$ cat config.mk
export PLATFORM = sky130hd
export DESIGN_NAME = led_frame_packer
export DESIGN_NICKNAME = d
export VERILOG_FILES = /design/src/rtl/led_frame_packer.sv
export SDC_FILE = /design/constraint.sdc
export NUM_CORES = 1
export LEC_CHECK = 0
export ABC_AREA = 1
export CAP_MARGIN = 5
export CELL_PAD_IN_SITES_DETAIL_PLACEMENT = 1
export CELL_PAD_IN_SITES_GLOBAL_PLACEMENT = 1
export CORE_MARGIN = 2
export CORE_UTILIZATION = 29
export CTS_BUF_LIST = sky130_fd_sc_hd__clkbuf_8
export CTS_CLUSTER_SIZE = 24
export DETAILED_ROUTE_END_ITERATION = 10
export DONT_BUFFER_PORTS = 1
export GPL_TIMING_DRIVEN = 0
export HOLD_SLACK_MARGIN = 0.15
export PLACE_DENSITY = 0.64
export SYNTH_ARGS = -nofsm -noshare
export SYNTH_HDL_FRONTEND = slang
export SYNTH_SLANG_ARGS = --single-unit
$ cat constraint.sdc
create_clock -name clk -period 3.85 [get_ports clk]
set_input_delay 0.1925 -clock clk [delete_from_list [all_inputs] [get_ports clk]]
set_output_delay 0.1925 -clock clk [all_outputs]
set_load 0.005 [all_outputs]
$ cat src/rtl/led_frame_packer.sv
// Zone-to-LED frame packer: snapshots per-zone means on start and streams LEDS_PER_ZONE words per zone into a FIFO.
// Optional build macro LED_DIM_EN adds a dim input that scales every channel by (dim+1)/2^CW.
module led_frame_packer #(
  parameter int NZONE         = 8,
  parameter int CW            = 4,
  parameter int LEDS_PER_ZONE = 4
) (
  input  logic                clk,
  input  logic                rst,
  input  logic                en,
  input  logic                start,
  input  logic [NZONE*CW-1:0] mean_r,
  input  logic [NZONE*CW-1:0] mean_g,
  input  logic [NZONE*CW-1:0] mean_b,
  input  logic [1:0]          mode,
`ifdef LED_DIM_EN
  input  logic [CW-1:0]       dim,
`endif
  input  logic                fifo_full,
  output logic                we,
  output logic [3*CW-1:0]     fifo_data,
  output logic                send_start,
  output logic                busy,
  output logic                frame_drop
);

  localparam int LW = (LEDS_PER_ZONE > 1) ? $clog2(LEDS_PER_ZONE) : 1;
  localparam int VW = $clog2(2 * NZONE);
  localparam int ZW = (NZONE > 1) ? $clog2(NZONE) : 1;

  typedef enum logic [2:0] {S_IDLE, S_ARMED, S_LOAD, S_PACK, S_DONE} state_e;
  typedef enum logic [1:0] {M_FWD, M_REV, M_MIRROR, M_SOLID} mode_e;

  state_e              state_q, state_d;
  mode_e               mode_q;
  logic [LW-1:0]       led_cnt_q, led_cnt_d;
  logic [VW-1:0]       zone_cnt_q, zone_cnt_d;   // visit index, up to 2*NZONE in mirror
  logic [NZONE*CW-1:0] r_q, g_q, b_q;
  logic                frame_drop_q;
  logic                snap;
  logic [ZW-1:0]       zone_idx;
  logic [CW-1:0]       ch_r, ch_g, ch_b;
  logic                last_led, last_visit;

`ifdef LED_DIM_EN
  logic [CW-1:0] dim_q;

  function automatic logic [CW-1:0] scale(input logic [CW-1:0] c, input logic [CW-1:0] d);
    logic [2*CW:0] p;
    p = (2*CW+1)'(c) * ((2*CW+1)'(d) + (2*CW+1)'(1));
    return p[2*CW-1:CW];
  endfunction
`endif

  // Map the visit counter onto a physical zone according to the latched order.
  always_comb begin
    int v, z;
    v = int'(zone_cnt_q);
    z = 0;
    case (mode_q)
      M_FWD:    z = v;
      M_REV:    z = NZONE - 1 - v;
      M_MIRROR: z = (v < NZONE) ? v : (2 * NZONE - 1 - v);
      default:  z = 0;
    endcase
    zone_idx = ZW'(z);
  end

  always_comb begin
`ifdef LED_DIM_EN
    ch_r = scale(r_q[zone_idx*CW +: CW], dim_q);
    ch_g = scale(g_q[zone_idx*CW +: CW], dim_q);
    ch_b = scale(b_q[zone_idx*CW +: CW], dim_q);
`else
    ch_r = r_q[zone_idx*CW +: CW];
    ch_g = g_q[zone_idx*CW +: CW];
    ch_b = b_q[zone_idx*CW +: CW];
`endif
  end

  assign last_led   = (led_cnt_q == LW'(LEDS_PER_ZONE - 1));
  assign last_visit = (mode_q == M_MIRROR) ? (zone_cnt_q == VW'(2 * NZONE - 1))
                                           : (zone_cnt_q == VW'(NZONE - 1));

  always_comb begin
    // NOTE: every output of this block gets a default first so no path can infer a latch.
    state_d    = state_q;
    led_cnt_d  = led_cnt_q;
    zone_cnt_d = zone_cnt_q;
    snap       = 1'b0;
    we         = 1'b0;
    send_start = 1'b0;
    busy       = 1'b0;
    fifo_data  = '0;
    case (state_q)
      S_IDLE:  if (en) state_d = S_ARMED;
      S_ARMED: if (start) begin
        state_d = S_LOAD;
        snap    = 1'b1;
      end
      S_LOAD: begin
        busy       = 1'b1;
        led_cnt_d  = '0;
        zone_cnt_d = '0;
        state_d    = S_PACK;
      end
      S_PACK: begin
        busy      = 1'b1;
        we        = !fifo_full;
        fifo_data = {ch_r, ch_g, ch_b};
        if (we) begin
          if (last_led) begin
            led_cnt_d = '0;
            if (last_visit) state_d = S_DONE;
            else            zone_cnt_d = zone_cnt_q + 1'b1;
          end else begin
            led_cnt_d = led_cnt_q + 1'b1;
          end
        end
      end
      S_DONE: begin
        busy       = 1'b1;
        send_start = 1'b1;
        state_d    = S_IDLE;
      end
      default: state_d = S_IDLE;
    endcase
  end

  assign frame_drop = frame_drop_q;

  always_ff @(posedge clk) begin
    if (rst) begin
      state_q      <= S_IDLE;
      mode_q       <= M_FWD;
      led_cnt_q    <= '0;
      zone_cnt_q   <= '0;
      r_q          <= '0;
      g_q          <= '0;
      b_q          <= '0;
      frame_drop_q <= 1'b0;
`ifdef LED_DIM_EN
      dim_q        <= '0;
`endif
    end else begin
      // NOTE: state registers use non-blocking assignments so all flops update from the same pre-edge values.
      state_q      <= state_d;
      led_cnt_q    <= led_cnt_d;
      zone_cnt_q   <= zone_cnt_d;
      frame_drop_q <= start && busy;
      if (snap) begin
        r_q    <= mean_r;
        g_q    <= mean_g;
        b_q    <= mean_b;
        mode_q <= mode_e'(mode);
`ifdef LED_DIM_EN
        dim_q  <= dim;
`endif
      end
    end
  end

endmodule

After elaboration in Yosys (flattened, before gate mapping)
Index checks and enable logic that the tools add are counted.
{"block": "word_totals", "elab_cells": 62, "input_bits": 103, "output_inout_bits": 16, "ff_bits": 108}
{"block": "classes", "addsub": 4, "mux": 22, "n_lt_le_gt_ge": 1, "n_shift": 3, "n_eq_ne": 15, "n_reduce_logical": 9}
{"cell": "variable part select 32 x 6 -> 4 bit", "n": 3}
{"cell": "two-way mux 3 bit", "n": 6}
{"cell": "two-way mux 12 bit", "n": 1}
{"cell": "two-way mux 4 bit", "n": 3}
{"cell": "inequality test 2 bit (second input constant)", "n": 6}
{"cell": "case mux 3 bit (4 select lines)", "n": 1}
{"cell": "case mux 3 bit (3 select lines)", "n": 1}
{"cell": "case mux 4 bit (2 select lines)", "n": 1}
{"cell": "== test 3 x 2 -> 1 bit (second input constant)", "n": 2}
{"cell": "two-way mux 1 bit", "n": 6}
{"cell": "subtractor 3 bit (first input constant)", "n": 2}
{"cell": "AND reduction 5 bit", "n": 1}
{"cell": "adder 4 x 1 -> 4 bit (second input constant)", "n": 1}
{"cell": "== test 2 bit (second input constant)", "n": 2}
{"cell": "== test 4 x 3 -> 1 bit (second input constant)", "n": 1}
{"cell": "== test 4 bit (second input constant)", "n": 1}
{"cell": "< comparator 4 bit (second input constant)", "n": 1}
{"cell": "two-way mux 2 bit", "n": 2}
{"cell": "case mux 2 bit (2 select lines)", "n": 1}
{"cell": "AND reduction 4 bit", "n": 1}
{"cell": "== test 3 x 1 -> 1 bit (second input constant)", "n": 1}
{"cell": "== test 3 bit (second input constant)", "n": 1}
{"cell": "zero test 3 bit", "n": 1}
{"cell": "OR reduction 3 bit", "n": 1}
{"cell": "other kinds (7)", "n": 7}

Depth between registers and ports, before layout
Gate-level depths: netlist of the first run.
{"block": "depth", "ltp_word": 6, "mapped_depth": 10, "mapped_depth_nobuf": 10}

Worst setup path before layout of the first run
Ideal clock, no wire load.
{"block": "synth_timing", "kind": "flip-flop to output port", "startpoint": "register mode_q[1]", "endpoint": "output fifo_data[10]", "arrival_ps": 1225, "path_buffers": 1, "path_stages_with_launch": 11, "path_slack_ps": 2433, "t_required_ps": 3658, "cell_sequence": "dfxtp_1 > nand2_2 > nand2_2 > nand2_1 > nand2_2 > inv_2 > buf_2 > nand2_1 > nor2_1 > nor2_1 > nor2_1"}
{"block": "synth_via", "elab_chain_cells": 4, "word_cells_on_any_way": 6, "cone_classes": "eq/ne (2); shift (1); mux (2); reduce/logical (1)"}
{"element": "start, declared", "line_no": "35", "source": "mode_e mode_q;"}
{"element": "start signal, assigned", "line_no": "155", "source": "mode_q <= mode_e'(mode);"}
{"element": "== test 2 bit (tied with other cells)", "line_no": "60", "source": "case (mode_q)"}
{"element": "case mux 3 bit (3 select lines) *", "line_no": "60"}
{"element": "variable part select 32 x 6 -> 4 bit *", "line_no": "75", "source": "ch_r = r_q[zone_idx*CW +: CW];"}
{"element": "two-way mux 12 bit *", "line_no": "95", "source": "case (state_q)"}
{"element": "end, declared", "line_no": "21", "source": "output logic [3*CW-1:0] fifo_data,"}
Mark *: on every way between the ends. The rest lies on a longest branch, timed or not.

Worst setup path in the final report of the first run
{"block": "layout_timing", "startpoint": "register zone_cnt_q[0]", "endpoint": "output fifo_data[8]"}
{"block": "layout_via", "elab_chain_cells": 5, "word_cells_on_any_way": 7, "cone_classes": "add/sub (2); order compare (1); shift (1); mux (3)"}
{"element": "start, declared", "line_no": "37", "source": "logic [VW-1:0] zone_cnt_q, zone_cnt_d;"}
{"element": "start signal, assigned", "line_no": "149", "source": "zone_cnt_q <= zone_cnt_d;"}
{"element": "< comparator 4 bit / subtractor 3 bit (equally long branches)", "line_no": "63, 62"}
{"element": "two-way mux 3 bit", "line_no": "63", "source": "M_MIRROR: z = (v < NZONE) ? v : (2 * NZONE - 1 - v);"}
{"element": "case mux 3 bit (3 select lines) *", "line_no": "60"}
{"element": "variable part select 32 x 6 -> 4 bit *", "line_no": "75"}
{"element": "two-way mux 12 bit *", "line_no": "95"}
Marked as above.

==> results.yml, run 1 <==
timing:
  slew_headroom_pct: 60.7
  setup_tns_ns: 0
  final_max_slew_viol_count: 0
  hold_viol: 0
  holdWs_ns: 0.457
  fmax_mhz: 421
  worst_slack_ns: 1.47
  rsz0062_at_grt: "no"
  timing.final.crit_share_pct: 61.8
  clock_skew_ns: 0.00984
  tightest_slew_ns: 0.589
  period_needed_ns: 2.38
  finalSetupViolations: 0
setup_path:
  r2r_slack_ns: 2.07
  slowest_delay_ns: 0.48
  path_delay_family: "simple AND/OR/NAND/NOR gates"
  rr_endpoint: "g_q[9]"
  crit_path_top_delay_cell: "clkbuf_1"
  reg2reg_depth: 6
  critPathKind: "reg2out"
  crit_arrival_ns: 2.19
  path_max_fanout: 10
  required_ns: 3.66
  path_depth: 9
  crit_buf_inv: 2
  crit_path_start_kind: "flip-flop"
  endpoint_kind: "primary output"
  crit_top_cell: "nand3_1"
  worstReg2RegStart: "state_q[1]"
  path_cells: "inv_1 -> nand2_1 -> nand2_4 -> clkbuf_1 -> nand3_1 -> nand3_1 -> nand3_1 -> nand2_1 -> nor2_1"
drt:
  vias: 5320
  highest_layer: "met4"
  drt_wl_total_um: 18800
  vias_per_cell: 4.81
  dr.pass1.iters: 5
  drtIter0Drc: 285
  dr_wl_met3_um: 898
  wl_met2_um: 9050
  drt-met1-wl_um: 8510
  ant_nets: 0
  wl_per_cell_um: 17.0
  remaining_drc_errors: 0
yosys:
  synth_enable_flop_cells: 0
  synth_xor_area_share_pct: 0.171
  synth-compound-area-share_pct: 20.2
  synthFlopType: "dfxtp_1"
  synth_top_area_share_pct: 42.2
  yosys.area_share.simple_pct: 23.7
  ys_seq_area_share_pct: 42.2
  synthAdderAreaFrac_pct: 0.489
  syn_inst: 762
  async_reset_ff_share_pct: 0
  synthMostInstantiatedCell: "nand2_1"
  avgSynthCellArea_um2: 6.72
  synthMuxAreaShare_pct: 0
  synth-seq-cells: 108
  yosysTopAreaCell: "dfxtp_1"
  ys_top_cells_by_count: "113 x nand2_1, 110 x inv_1, 108 x dfxtp_1, 106 x a21oi_1, 101 x o21ai_0"
  ys_warn_count: 0
  synth_top_family_by_area: "simple AND/OR/NAND/NOR gates"
  synth_area_leaders: "dfxtp_1 42%, a21oi_1 10%, o21ai_0 9.9%, nand3_1 9.2%, nand2_1 8.3%"
  synth_area_um2: 5120
  syn-num-nets: 867
  synth.distinct_cells: 19
finish:
  instances_no_fill: 1105
  nNetsFinal: 980
  diodes: 0
  areaGrowthSynthToFinish_pct: 29.8
  drive_above_1_share_pct: 6.70
  postLayoutCoreUtil_pct: 38.4
pwr:
  p_leak_uw: 0.00278
  vdd_ir_drop_max_uv: 276
  p_per_area_nw_per_um2: 517
clock_network:
  clock_sinks: 108
  root_buffer: "clkbuf_8"
  clkLatencyLatePin_ns: 0.39
  htree_levels: 3
  cts_buffers: 9
  cts_buffer_depth: 2
  path_clk_slew_ns: 0.10
  cts_tree: "yes"
die:
  chipWidth_um: 137
  die_height_um: 137
  start_util_pct: 29.6
  dieArea_um2: 18700
  coreArea_um2: 17300
  rows: 48
  io_pins: 119
grt:
  antenna_found_initial: 0
  grt_usage_pct: 20.6
  grt_max_degree: 19
  overflow: 0
  first_global_vias: 5573
  grt_first_pass_wirelength_um: 29100
hold_path:
  whs_endpoint: "r_q[12]"
  hold_path.class: "reg2reg"
  min_from: "r_q[12]"
  min_delay_path_depth: 2
placement:
  portBuffers: 0
  post-place-ws_ns: 1.92
  hpwl_um: 13300
  dp_cells: 987
  finalWeightedCongestion: 0.856
run:
  maxCapViolations: 0
run_status:
  status: "completed"
-- metal layers --
layer,up-vias,global-route usage [%]
met5,-,0
met4,0,5.21
met3,20,5.07
met2,103,35.9
met1,2520,25.3
li1,2677,-
-- repair_timing --
item,CTS,global route
setup buffers,0,0
hold buffers,102,0
gates resized for setup,0,0
hold endpoints to repair,103,0
-- worst max path at each step --
stage                             start  slack, ns             to
after floorplan               mode_q[1]       2.43  fifo_data[10]
after global placement    zone_cnt_q[3]       1.95   fifo_data[0]
after detailed placement  zone_cnt_q[0]       1.92   fifo_data[8]
after CTS                 zone_cnt_q[3]       1.47   fifo_data[0]
after global routing      zone_cnt_q[3]       1.32   fifo_data[0]
final                     zone_cnt_q[0]       1.47   fifo_data[8]
-- logic make-up (layout without fill, tap and decap cells) --
logic type | Yosys count | count (layout)
buffers and inverters | 165 | 283
AO/OA/AOI/OAI | 207 | 207
XOR/XNOR | 1 | 1
AND/OR/NAND/NOR | 279 | 279
flip-flops | 108 | 108
adder cells (fa/ha/maj) | 2 | 2
-- worst min-delay path, delay by kind of cell (launching register included) --
kind	cells	cell delay [ns]
DFF	1	0.32
buffers and inverters	1	0.05
AOI/OAI and AO/OA	1	0.05
-- sequential cells by signal, indices dropped and copies added (netlist names) --
| register | count |
|---|---|
| b_q | 32 |
| g_q | 32 |
| r_q | 32 |
| zone_cnt_q | 4 |
| state_q | 3 |
| led_cnt_q | 2 |
| mode_q | 2 |
| frame_drop | 1 |
-- power breakdown --
group          total (µW)  internal, µW  switching [µW]
Combinational        1310           455             851
Clock                 792           370             422
Sequential           1340          1280            61.1
-- placed cells by master, fill, tap and decap left out --
cell / synthesis / final
buf_2: 23 / 23
nand2_4: 1 / 1
o21ai_0: 101 / 101
inv_1: 110 / 110
clkinvlp_4: 0 / 2
nand3b_1: 1 / 1
nor2_2: 1 / 1
ha_1: 2 / 2
inv_2: 3 / 3
nand3_2: 3 / 3
inv_6: 0 / 2
dlygate4sd3_1: 0 / 102
bufinv_16: 0 / 2
nand2_1: 113 / 113
nand3_1: 94 / 94
clkbuf_8: 0 / 9
nand2_2: 4 / 4
nor2_1: 58 / 58
clkinv_2: 0 / 1
clkbuf_1: 21 / 21
a21oi_1: 106 / 106
nor3_1: 4 / 4
xor2_1: 1 / 1
dfxtp_1: 108 / 108
buf_4: 8 / 8
-- layout make-up --
| type | instances | area, µm² |
|---|---|---|
| sequential | 108 | 2160 |
| clock buffer | 9 | 124 |
| tap | 225 | 282 |
| buffer | 52 | 254 |
| multi-input combinational | 489 | 2280 |
| clock inverter | 7 | 97.6 |
| timing repair buffer | 102 | 1020 |
| fill | 2235 | 10700 |
| inverter | 113 | 424 |
-- metrics by stage --
| step | instance area (µm²) | power, µW |
|---|---|---|
| 6_report | 6650 | 3440 |
| 5_1_grt | 6650 | 3690 |
| 3_5_place_dp | 5400 | 2580 |
| 2_1_floorplan | 5120 | 2230 |
| 4_1_cts | 6650 | 3460 |
| 3_3_place_gp | 5400 | 2560 |
No activity file was read; power rests on OpenSTA's default activity.
==> run 2: changes to the inputs <==
==> constraint.sdc (replaced) <==
create_clock -name clk -period 2.22 [get_ports clk]
set_input_delay 0.111 -clock clk [delete_from_list [all_inputs] [get_ports clk]]
set_output_delay 0.111 -clock clk [all_outputs]
set_load 0.005 [all_outputs]
==> results.yml, run 2 (same netlist as run 1, synthesis figures left out) <==
run_status:
  status: "completed"
drt:
  dr.pass1.iters: 4
  remaining_drc_errors: 0
  drtIter0Drc: 244
  drt_wl_total_um: 18800
  vias: 5295
  wl_per_cell_um: 16.9
  vias_per_cell: 4.78
  ant_nets: 0
clock_network:
  clock_sinks: 108
  path_clk_slew_ns: 0.10
  htree_levels: 3
  cts_buffer_depth: 2
  root_buffer: "clkbuf_8"
  cts_tree: "yes"
  cts_buffers: 9
  postCtsSetupBuffers: 0
  clkLatencyLatePin_ns: 0.39
die:
  start_util_pct: 29.6
  die_height_um: 137
  chipWidth_um: 137
  dieArea_um2: 18700
  io_pins: 119
  rows: 48
  coreArea_um2: 17300
setup_path:
  crit_arrival_ns: 2.01
  path_max_fanout: 10
  path_delay_family: "simple AND/OR/NAND/NOR gates"
  required_ns: 2.11
  path_cells: "inv_1 -> nand3_2 -> nand2_2 -> buf_4 -> nand2_1 -> nand3_1 -> nand3_1 -> nand2_1 -> nor2_1"
  endpoint_kind: "primary output"
  crit_path_top_delay_cell: "dfxtp_1"
  crit_buf_inv: 2
  slowest_delay_ns: 0.40
  crit_path_start_kind: "flip-flop"
  critPathKind: "reg2out"
placement:
  finalWeightedCongestion: 0.856
  portBuffers: 0
  placed_cell_area_um2: 5400
  hpwl_um: 13300
grt:
  overflow: 0
  antenna_found_initial: 0
  first_global_vias: 5582
  grt_max_degree: 19
  grt-busiest-layer: "met2"
  grt_util_met3_pct: 5.04
  use_met2_pct: 36.0
  grt_usage_pct: 20.6
  use_met1_pct: 25.4
  grt_first_pass_wirelength_um: 29200
timing:
  clock_skew_ns: 0.00994
  final_max_slew_viol_count: 0
  tightest_slew_ns: 0.559
  hold_viol: 0
  slew_headroom_pct: 62.7
  timing.final.crit_share_pct: 95.5
  finalSetupViolations: 0
  fmax_mhz: 472
  period_needed_ns: 2.12
  rsz0062_at_grt: "yes"
finish:
  diodes: 0
  final_area_um2: 6690
  layout_common_cells: "113 x nand2_1, 110 x inv_1, 106 x a21oi_1, 106 x dfxtp_1, 104 x dlygate4sd3_1"
  nNetsFinal: 982
  fill_cells: 2237
  drive_above_1_share_pct: 7.14
  final_common_cell: "nand2_1"
  reg_top3: "b_q x32, g_q x32, r_q x32"
  areaGrowthSynthToFinish_pct: 30.5
hold_path:
  hold_path.class: "in2reg"
pwr:
  p_per_area_nw_per_um2: 894
  total_power_uw: 5980
  p_leak_uw: 0.00280
  vdd_ir_drop_max_uv: 480
run:
  maxCapViolations: 0
==> run 2: cell count changes in the layout (fill, tap and decap cells not counted), sizes merged <==
cell         previous run  this run
dlygate4sd3           102       104
buf                    31        30
clkbuf                 30        31
==> run 2: final timing paths <==
check	from	to	slack, ns	cells after the start
setup / recovery	zone_cnt_q[0]	fifo_data[9]	0.10	9
hold / removal	start	r_q[22]	0.38	4
setup reg to reg	state_q[1]	led_cnt_q[1]	0.30	6
hold reg to reg	r_q[12]	r_q[12]	0.46	2
==> run 2: layout make-up <==
class,count,area (µm²),area share [%]
multi-input combinational,489,2280,34.2
sequential,108,2160,32.4
timing repair buffer,104,1040,15.6
inverter,113,427,6.38
tap,225,282,4.21
buffer,52,267,3.99
clock buffer,9,124,1.85
clock inverter,7,97.6,1.46
==> run 2: report_power, final <==
part	switching (µW)	leakage, µW	internal [µW]	total [µW]
registers	105	0.000884	2220	2320
logic	1480	0.00181	807	2280
clock network	734	0.000106	641	1380
==> run 2: worst min-delay path: cells and delay by family <==
family	cells	cell delay, ns
buf+inv	1	0.24
simple gates	1	0.16
compound gates	2	0.22
==> run 2: metal layers <==
metal	vias to the layer above	wire (µm)
met4	0	324
met1	2490	8400
met5	-	0
li1	2678	-
met2	107	9080
met3	20	959
==> run 2: metrics by stage <==
| step | hold slack (ns) | setup TNS [ns] | utilization, % | instances | worst slack, ns |
|---|---|---|---|---|---|
| after CTS | 0.386 | 0 | 38.6 | 1107 | 0.0287 |
| after floorplan | 0.254 | 0 | - | 762 | 0.884 |
| after detailed placement | 0.266 | 0 | 31.2 | 987 | 0.368 |
| after global placement | 0.273 | 0 | 31.2 | 987 | 0.404 |
| after global routing | 0.437 | -0.00868 | 38.7 | 1107 | -0.00635 |
| final | 0.378 | 0 | 38.7 | 1107 | 0.101 |
==> run 2: what timing repair did <==
action | in CTS | in global routing
cloned | 0 | 0
hold buffers | 104 | 0
resized for setup | 3 | 6
endpoints found under the hold margin | 106 | 0
endpoints found under the setup margin | 11 | 12
